$ cat src/rtl/piece_move_controller.sv
// Active-piece movement sequencer: latches move requests, offers candidates
// to the collision checker, and commits, discards or locks the piece.
module piece_move_controller #(
  parameter int X_W     = 4,
  parameter int Y_W     = 5,
  parameter int NUM_ROT = 4,
  parameter int SPAWN_X = 4,
  parameter int SPAWN_Y = 0
) (
  input  logic           clk,
  input  logic           reset,
  input  logic           mv_left,
  input  logic           mv_right,
  input  logic           mv_rot,
  input  logic           mv_down,
  output logic           chk_req,
  output logic [X_W-1:0] chk_x,
  output logic [Y_W-1:0] chk_y,
  output logic [2:0]     chk_rot,
  input  logic           chk_done,
  input  logic           chk_hit,
  output logic [X_W-1:0] piece_x,
  output logic [Y_W-1:0] piece_y,
  output logic [2:0]     piece_rot,
  output logic           lock_pulse,
  output logic           busy,
  output logic           game_over
);

  typedef enum logic [2:0] {
    IDLE, CHECK, LOCK, SPAWN, OVER
  } state_t;

  localparam logic [X_W-1:0] SX   = X_W'(SPAWN_X);
  localparam logic [Y_W-1:0] SY   = Y_W'(SPAWN_Y);
  localparam logic [2:0]     RMAX = 3'(NUM_ROT - 1);

  // request bit order: [3] rot, [2] left, [1] right, [0] down
  state_t         state, state_n;
  logic [3:0]     pend, pend_n, req, eff, clr, taken;
  logic [X_W-1:0] cx, cx_n;
  logic [Y_W-1:0] cy, cy_n;
  logic [2:0]     cr, cr_n;
  logic           dn, dn_n;
  logic           commit;

  always_comb begin
    req     = {mv_rot, mv_left, mv_right, mv_down};
    eff     = pend | req;
    state_n = state;
    clr     = '0;
    taken   = '0;
    cx_n    = cx;
    cy_n    = cy;
    cr_n    = cr;
    dn_n    = dn;
    commit  = 1'b0;
    case (state)
      IDLE: begin
        cx_n = piece_x;
        cy_n = piece_y;
        cr_n = piece_rot;
        dn_n = 1'b0;
        if (eff[3]) begin
          clr[3]  = 1'b1;
          cr_n    = (piece_rot == RMAX) ? 3'd0 : piece_rot + 3'd1;
          state_n = CHECK;
        end else if (eff[2]) begin
          clr[2] = 1'b1;
          if (piece_x != '0) begin
            cx_n    = piece_x - X_W'(1);
            state_n = CHECK;
          end
        end else if (eff[1]) begin
          clr[1]  = 1'b1;
          cx_n    = piece_x + X_W'(1);
          state_n = CHECK;
        end else if (eff[0]) begin
          clr[0]  = 1'b1;
          cy_n    = piece_y + Y_W'(1);
          dn_n    = 1'b1;
          state_n = CHECK;
        end
        // a fresh pulse is consumed by its own launch; an old one re-arms
        taken = clr & ~pend;
      end
      CHECK: begin
        if (chk_done) begin
          commit  = !chk_hit;
          state_n = (chk_hit && dn) ? LOCK : IDLE;
        end
      end
      LOCK: begin
        clr[0]  = 1'b1;
        cx_n    = SX;
        cy_n    = SY;
        cr_n    = 3'd0;
        state_n = SPAWN;
      end
      SPAWN: begin
        if (chk_done) begin
          commit  = !chk_hit;
          state_n = chk_hit ? OVER : IDLE;
        end
      end
      OVER: state_n = OVER;
      default: state_n = IDLE;
    endcase
    pend_n = (state == OVER) ? 4'd0 : ((pend & ~clr) | (req & ~taken));
  end

  always_ff @(posedge clk or posedge reset) begin
    if (reset) begin
      state     <= IDLE;
      pend      <= '0;
      cx        <= SX;
      cy        <= SY;
      cr        <= 3'd0;
      dn        <= 1'b0;
      piece_x   <= SX;
      piece_y   <= SY;
      piece_rot <= 3'd0;
    end else begin
      state <= state_n;
      pend  <= pend_n;
      cx    <= cx_n;
      cy    <= cy_n;
      cr    <= cr_n;
      dn    <= dn_n;
      if (commit) begin
        piece_x   <= cx;
        piece_y   <= cy;
        piece_rot <= cr;
      end
    end
  end

  assign chk_req    = (state == CHECK) || (state == SPAWN);
  assign chk_x      = cx;
  assign chk_y      = cy;
  assign chk_rot    = cr;
  assign lock_pulse = (state == LOCK);
  assign busy       = (state != IDLE);
  assign game_over  = (state == OVER);

endmodule
$ cat config.mk
export PLATFORM = sky130hd
export DESIGN_NAME = piece_move_controller
export DESIGN_NICKNAME = d
export VERILOG_FILES = /design/src/rtl/piece_move_controller.sv
export SDC_FILE = /design/constraint.sdc
export NUM_CORES = 1
export LEC_CHECK = 0
export ABC_AREA = 1
export BUFFER_PORTS_ARGS = -buffer_cell sky130_fd_sc_hd__buf_4
export CELL_PAD_IN_SITES_DETAIL_PLACEMENT = 1
export CELL_PAD_IN_SITES_GLOBAL_PLACEMENT = 2
export CORE_MARGIN = 8
export CORE_UTILIZATION = 32
export DETAILED_ROUTE_END_ITERATION = 10
export PLACE_DENSITY = 0.84
export SYNTH_ARGS = -nofsm -noshare
export SYNTH_HDL_FRONTEND = slang
export SYNTH_SLANG_ARGS = --single-unit
$ cat constraint.sdc
create_clock -name clk -period 1.6 [get_ports clk]
set_input_delay 0.48 -clock clk [delete_from_list [all_inputs] [get_ports clk]]
set_output_delay 0.48 -clock clk [all_outputs]
set_load 0.01 [all_outputs]
# Word level (Yosys, flattened, before mapping)
# Cells that the tools add are included.
# word_totals
input_bits,8
out_inout_bits,28
regBits,32
wordCells,79
# classes
n_reduce_logical,9
bitwise_logic,8
n_eq_ne,9
n_addsub,4
muxes,40
# ops
cell,n
2-to-1 mux 3 bit,13
2-to-1 mux 4 bit,6
2-to-1 mux 5 bit,4
one-hot mux 3 bit (5 select lines),1
bitwise AND 4 bit,3
NOT 4 bit,3
2-to-1 mux 1 bit,10
one-hot mux 5 bit (2 select lines),1
equality test 3 x 2 -> 1 bit (second input constant),3
OR 4 bit,2
one-hot mux 4 bit (2 select lines),1
one-hot mux 3 bit (2 select lines),1
adder 5 x 1 -> 5 bit (second input constant),1
inequality test 5 bit (second input constant),1
adder 4 x 1 -> 4 bit (second input constant),1
2-to-1 mux 2 bit,2
inequality test 2 bit (second input constant),2
inequality test 4 bit (second input constant),1
AND reduction 4 bit,1
nonzero test 4 bit,1
subtractor 4 x 1 -> 4 bit (second input constant),1
adder 3 x 1 -> 3 bit (second input constant),1
equality test 3 x 1 -> 1 bit (second input constant),1
equality test 3 bit (second input constant),1
8 further kinds,8

# Longest topological paths before layout
# logic_depth
word_depth,12
ltp_mapped,9
ltp_nobuf,9

# Worst setup path after synthesis
# Ideal clock, no wire load.
# synth_path
path_kind,reg-to-reg
start,register piece_x[0]
end,"register cx[0], in the netlist chk_x[0]"
arrival_ns,1.305
setup_slack_ns,0.178
setup_ns,0.117
n_path_buf,0
required_time_ns,1.483
stages_incl_launch_ff,10
synth_period_minus_slack_ns,1.422
cell_sequence,dfrtp_1 inv_1 ha_1 nand2_1 nor2_2 nor2_1 nor2_1 nand2_1 nand3_1 nand2_1
# synth_between
elab_chain_len,5
elab_cells_between_ends,8
cone_classes,add/sub (2); mux (5); reduce/logical (1)
# synth_lines
item,line,rtl
from (decl),22,"output logic [X_W-1:0] piece_x,"
from (signal assigned),120,piece_x <= SX;
from (signal assigned),131,piece_x <= cx;
adder 4 x 1 -> 4 bit (tied with other cells),76,cx_n = piece_x + X_W'(1);
2-to-1 mux 4 bit (on tied branches),"74, 70",
2-to-1 mux 4 bit,68,end else if (eff[2]) begin
2-to-1 mux 4 bit *,64,if (eff[3]) begin
one-hot mux 4 bit (2 select lines) *,58,case (state)
to (signal assigned),126,cx <= cx_n;
to (decl),41,"logic [X_W-1:0] cx, cx_n;"
# Mark *: on every way between the ends. The rest lies on a longest branch, timed or not.
# A chain may end at the register's enable or synchronous reset.

# Worst setup path after layout
# layout_path
start,register state[2]
end,output port lock_pulse
# layout_between
elab_chain_len,1
# layout_lines
item,line,rtl
from (decl),39,"state_t state, state_n;"
from (signal assigned),124,state <= state_n;
equality test 3 x 2 -> 1 bit,142,assign lock_pulse = (state == LOCK);
to (decl),25,"output logic lock_pulse,"
# No other way between the ends.

==> impl_metrics.env <==
export IMPL_tightest_slew_ns=0.319
export IMPL_antenna_cells=0
export IMPL_cts_clk_slew_worst_paths_ns=0.08
export IMPL_core_area_um2=5540
export IMPL_via_per_inst=4.81
export IMPL_finish_utilization_pct=44.3
export IMPL_clock_latency_ns=0.29
export IMPL_place_area_um2=2290
export IMPL_p_per_area_nw_per_um2=1710
export IMPL_design_die_area_um2=8470
export IMPL_tns_ns=-0.0686
export IMPL_leakage_nw=1.27
export IMPL_holdBufCountCts=0
export IMPL_crit_arrival_ns=1.16
export IMPL_fin_area_um2=2450
export IMPL_synth_seq_cells=32
export IMPL_track_usage_pct=13.1
export IMPL_ant_nets=0
export IMPL_ys_seq_area_share_pct=43.4
export IMPL_netlist_cell_type_count=31
export IMPL_routed_wl_um=5340
export IMPL_overflow=0
export IMPL_first_global_vias=1808
export IMPL_crit_chain="nor2_4 > nand2_2 > inv_2 > buf_6"
export IMPL_startpoint_type="flop"
export IMPL_synth_edff_count=0
export IMPL_drv_slew=0
export IMPL_grt_antenna_before_repair=0
export IMPL_htreeDepth=2
export IMPL_boundaryPins=36
export IMPL_status="complete, but fails checks"
export IMPL_synth_area_leader_cell="dfrtp_1"
export IMPL_grt_pass1_wl_um=9050
export IMPL_gp_congestion=0.765
export IMPL_rr_worst_depth=7
export IMPL_maxCapViolCount=0
export IMPL_synth_warning_count=0
export IMPL_setup_viol_count_final=4
export IMPL_clock_fmax_mhz=609
export IMPL_syn_instance_count=224
export IMPL_r2r_start="state[2]$_DFFE_PP0P_"
export IMPL_start_util_pct=33.4
export IMPL_rsz0062_at_grt="true"
export IMPL_die_h_um=92.0
export IMPL_post_dp_hpwl_um=4090
export IMPL_critPathKind="flop to output pin"
export IMPL_irDropWorstVdd_mv=0.693
export IMPL_vias=1703
export IMPL_grt_max_degree=33
export IMPL_drt_pass1_iter_count=4
export IMPL_port_buffers=35
export IMPL_fin_crit_ns=1.64
export IMPL_cts_tree="built"
export IMPL_netlist_area_um2=1850
export IMPL_synth_top_cell_area_share_pct=40.6
export IMPL_cts_buffers=5
export IMPL_die_width_um=92.0
export IMPL_setup_slack_ns=-0.0425
export IMPL_critPathRequiredTime_ns=1.12
export IMPL_area_delta_synth_final_pct=32.7
export IMPL_nets=293
export IMPL_drtIter0Drc=96
export IMPL_worst_path_max_delay_cell="dfrtp_2"
export IMPL_crit_fanout=3
export IMPL_synth_common_cells="nand2_1 (51), dfrtp_1 (30), inv_1 (29)"
export IMPL_r2r_slack_ns=0.09
export IMPL_min_path_type="primary input to asynchronous set/reset pin"
export IMPL_regToRegEndpoint="chk_y[1]$_DFFE_PP0P_"
export IMPL_drc=0
export IMPL_ctsRootBufferMaster="clkbuf_8"
export IMPL_syn_area_per_cell_um2=8.26
export IMPL_violations="setup timing"
export IMPL_relSlewSlack_pct=78.7
export IMPL_synth_area_leaders="dfrtp_1 (41%), nand2_1 (10%), inv_1 (5.9%)"
export IMPL_skew_ns=0.00776
export IMPL_synth_most_common_cell="nand2_1"
export IMPL_cts_sinks=32
export IMPL_period_share_pct=103
export IMPL_fillers=691
export IMPL_syn_num_nets=236
export IMPL_async_flop_share_pct=100
export IMPL_clockBufferDepth=2
export IMPL_rows=27
export IMPL_wl_per_cell_um=15.1
export IMPL_cp_end_kind="output pin"
export IMPL_cp_slowest_stage_delay_ns=0.46
export IMPL_hold_violations=0
export IMPL_ys_flop_type="dfrtp_1"
export IMPL_drive_above_1_share_pct=36.2
[logic make-up after synthesis]
| family | count (synthesis) | share of synthesized area, % |
|---|---|---|
| compound gates | 40 | 14.5 |
| fa+ha+maj | 4 | 2.70 |
| buf+inv | 35 | 8.32 |
| flops | 32 | 43.4 |
| mux | 1 | 0.811 |
| simple gates | 112 | 30.2 |
[cell usage in the layout (no fill, tap or decap), types with 2 or more instances in the layout]
cell type / netlist / layout
buf_12: 0 / 2
a21oi_1: 8 / 8
a21oi_2: 6 / 6
inv_2: 3 / 4
nor2_1: 21 / 21
clkinv_2: 0 / 2
nand2_1: 51 / 50
dfrtp_1: 30 / 28
nand2_2: 1 / 2
dfrtp_2: 0 / 2
nand3_2: 0 / 2
inv_1: 29 / 27
ha_1: 4 / 4
clkbuf_8: 0 / 6
nand2_4: 3 / 3
o22ai_1: 3 / 3
nand4_1: 3 / 3
buf_4: 0 / 47
o21ai_0: 8 / 8
o21ai_2: 4 / 4
buf_6: 3 / 4
nand3_1: 19 / 17
dfstp_2: 2 / 2
nor2_4: 5 / 5
nor2_2: 6 / 6
o21ai_1: 4 / 4
[how the worst max path moves through the flow]
stage | depth (start not counted) | slack [ns] | from | end
detailed placement | 7 | 0.08 | mv_right | pend[0]$_DFF_PP0_
finish | 4 | -0.04 | state[2]$_DFFE_PP0P_ | lock_pulse
CTS | 4 | -0.04 | state[0]$_DFFE_PP0P_ | lock_pulse
floorplan | 9 | 0.18 | piece_x[0]$_DFFE_PP0P_ | chk_x[0]$_DFFE_PP0P_
global placement | 7 | 0.13 | mv_right | pend[0]$_DFF_PP0_
global route | 4 | -0.08 | state[2]$_DFFE_PP0P_ | lock_pulse
[routing by layer]
layer | GRT usage, % | share of wire [%] | vias to the layer above
met4 | 3.22 | 1.0 | 0
met3 | 3.26 | 4.0 | 7
met5 | 0 | 0 | -
met1 | 16.0 | 45 | 828
li1 | - | - | 842
met2 | 22.4 | 50 | 26
[registers in the layout (all words and copies together) (netlist names)]
register	flops
chk_y	5
piece_y	5
chk_x	4
pend	4
piece_x	4
chk_rot	3
piece_rot	3
state	3
dn	1
[through the flow]
step	total power [mW]	hold slack, ns	std cells	setup slack [ns]
2_1_floorplan	2.57	0.449	224	0.178
3_3_place_gp	3.48	0.480	341	0.130
3_5_place_dp	3.52	0.499	341	0.0833
4_1_cts	4.26	0.236	353	-0.0413
5_1_grt	4.57	0.246	354	-0.0772
6_report	4.20	0.230	354	-0.0425
[worst max-delay path, delay by kind of cell (launching register included)]
kind	cells	cell delay, ns
flops	1	0.46
simple gates	2	0.26
buf+inv	2	0.15
[report_power, final]
part | switching, mW | internal [mW]
clock network | 0.319 | 0.343
registers | 0.334 | 1.12
logic | 1.14 | 0.947
[layout make-up]
cell class | count | area, µm² | share of cell area, %
multi-input cells | 157 | 906 | 36.9
flip-flops and latches | 32 | 806 | 32.8
repair buffers | 53 | 438 | 17.8
inverters | 32 | 123 | 4.99
well taps | 72 | 90.1 | 3.67
clock buffers | 6 | 82.6 | 3.36
clock inverters | 2 | 10.0 | 0.408
[what timing repair did]
item | in CTS | in global routing
pin swaps | 3 | 3
setup buffers | 4 | 1
endpoints found under the setup margin | 4 | 8
gates resized for setup | 8 | 4
gates cloned | 0 | 0
endpoints found under the hold margin | 0 | 0
Note: power is estimated with default switching activity, not from simulation.
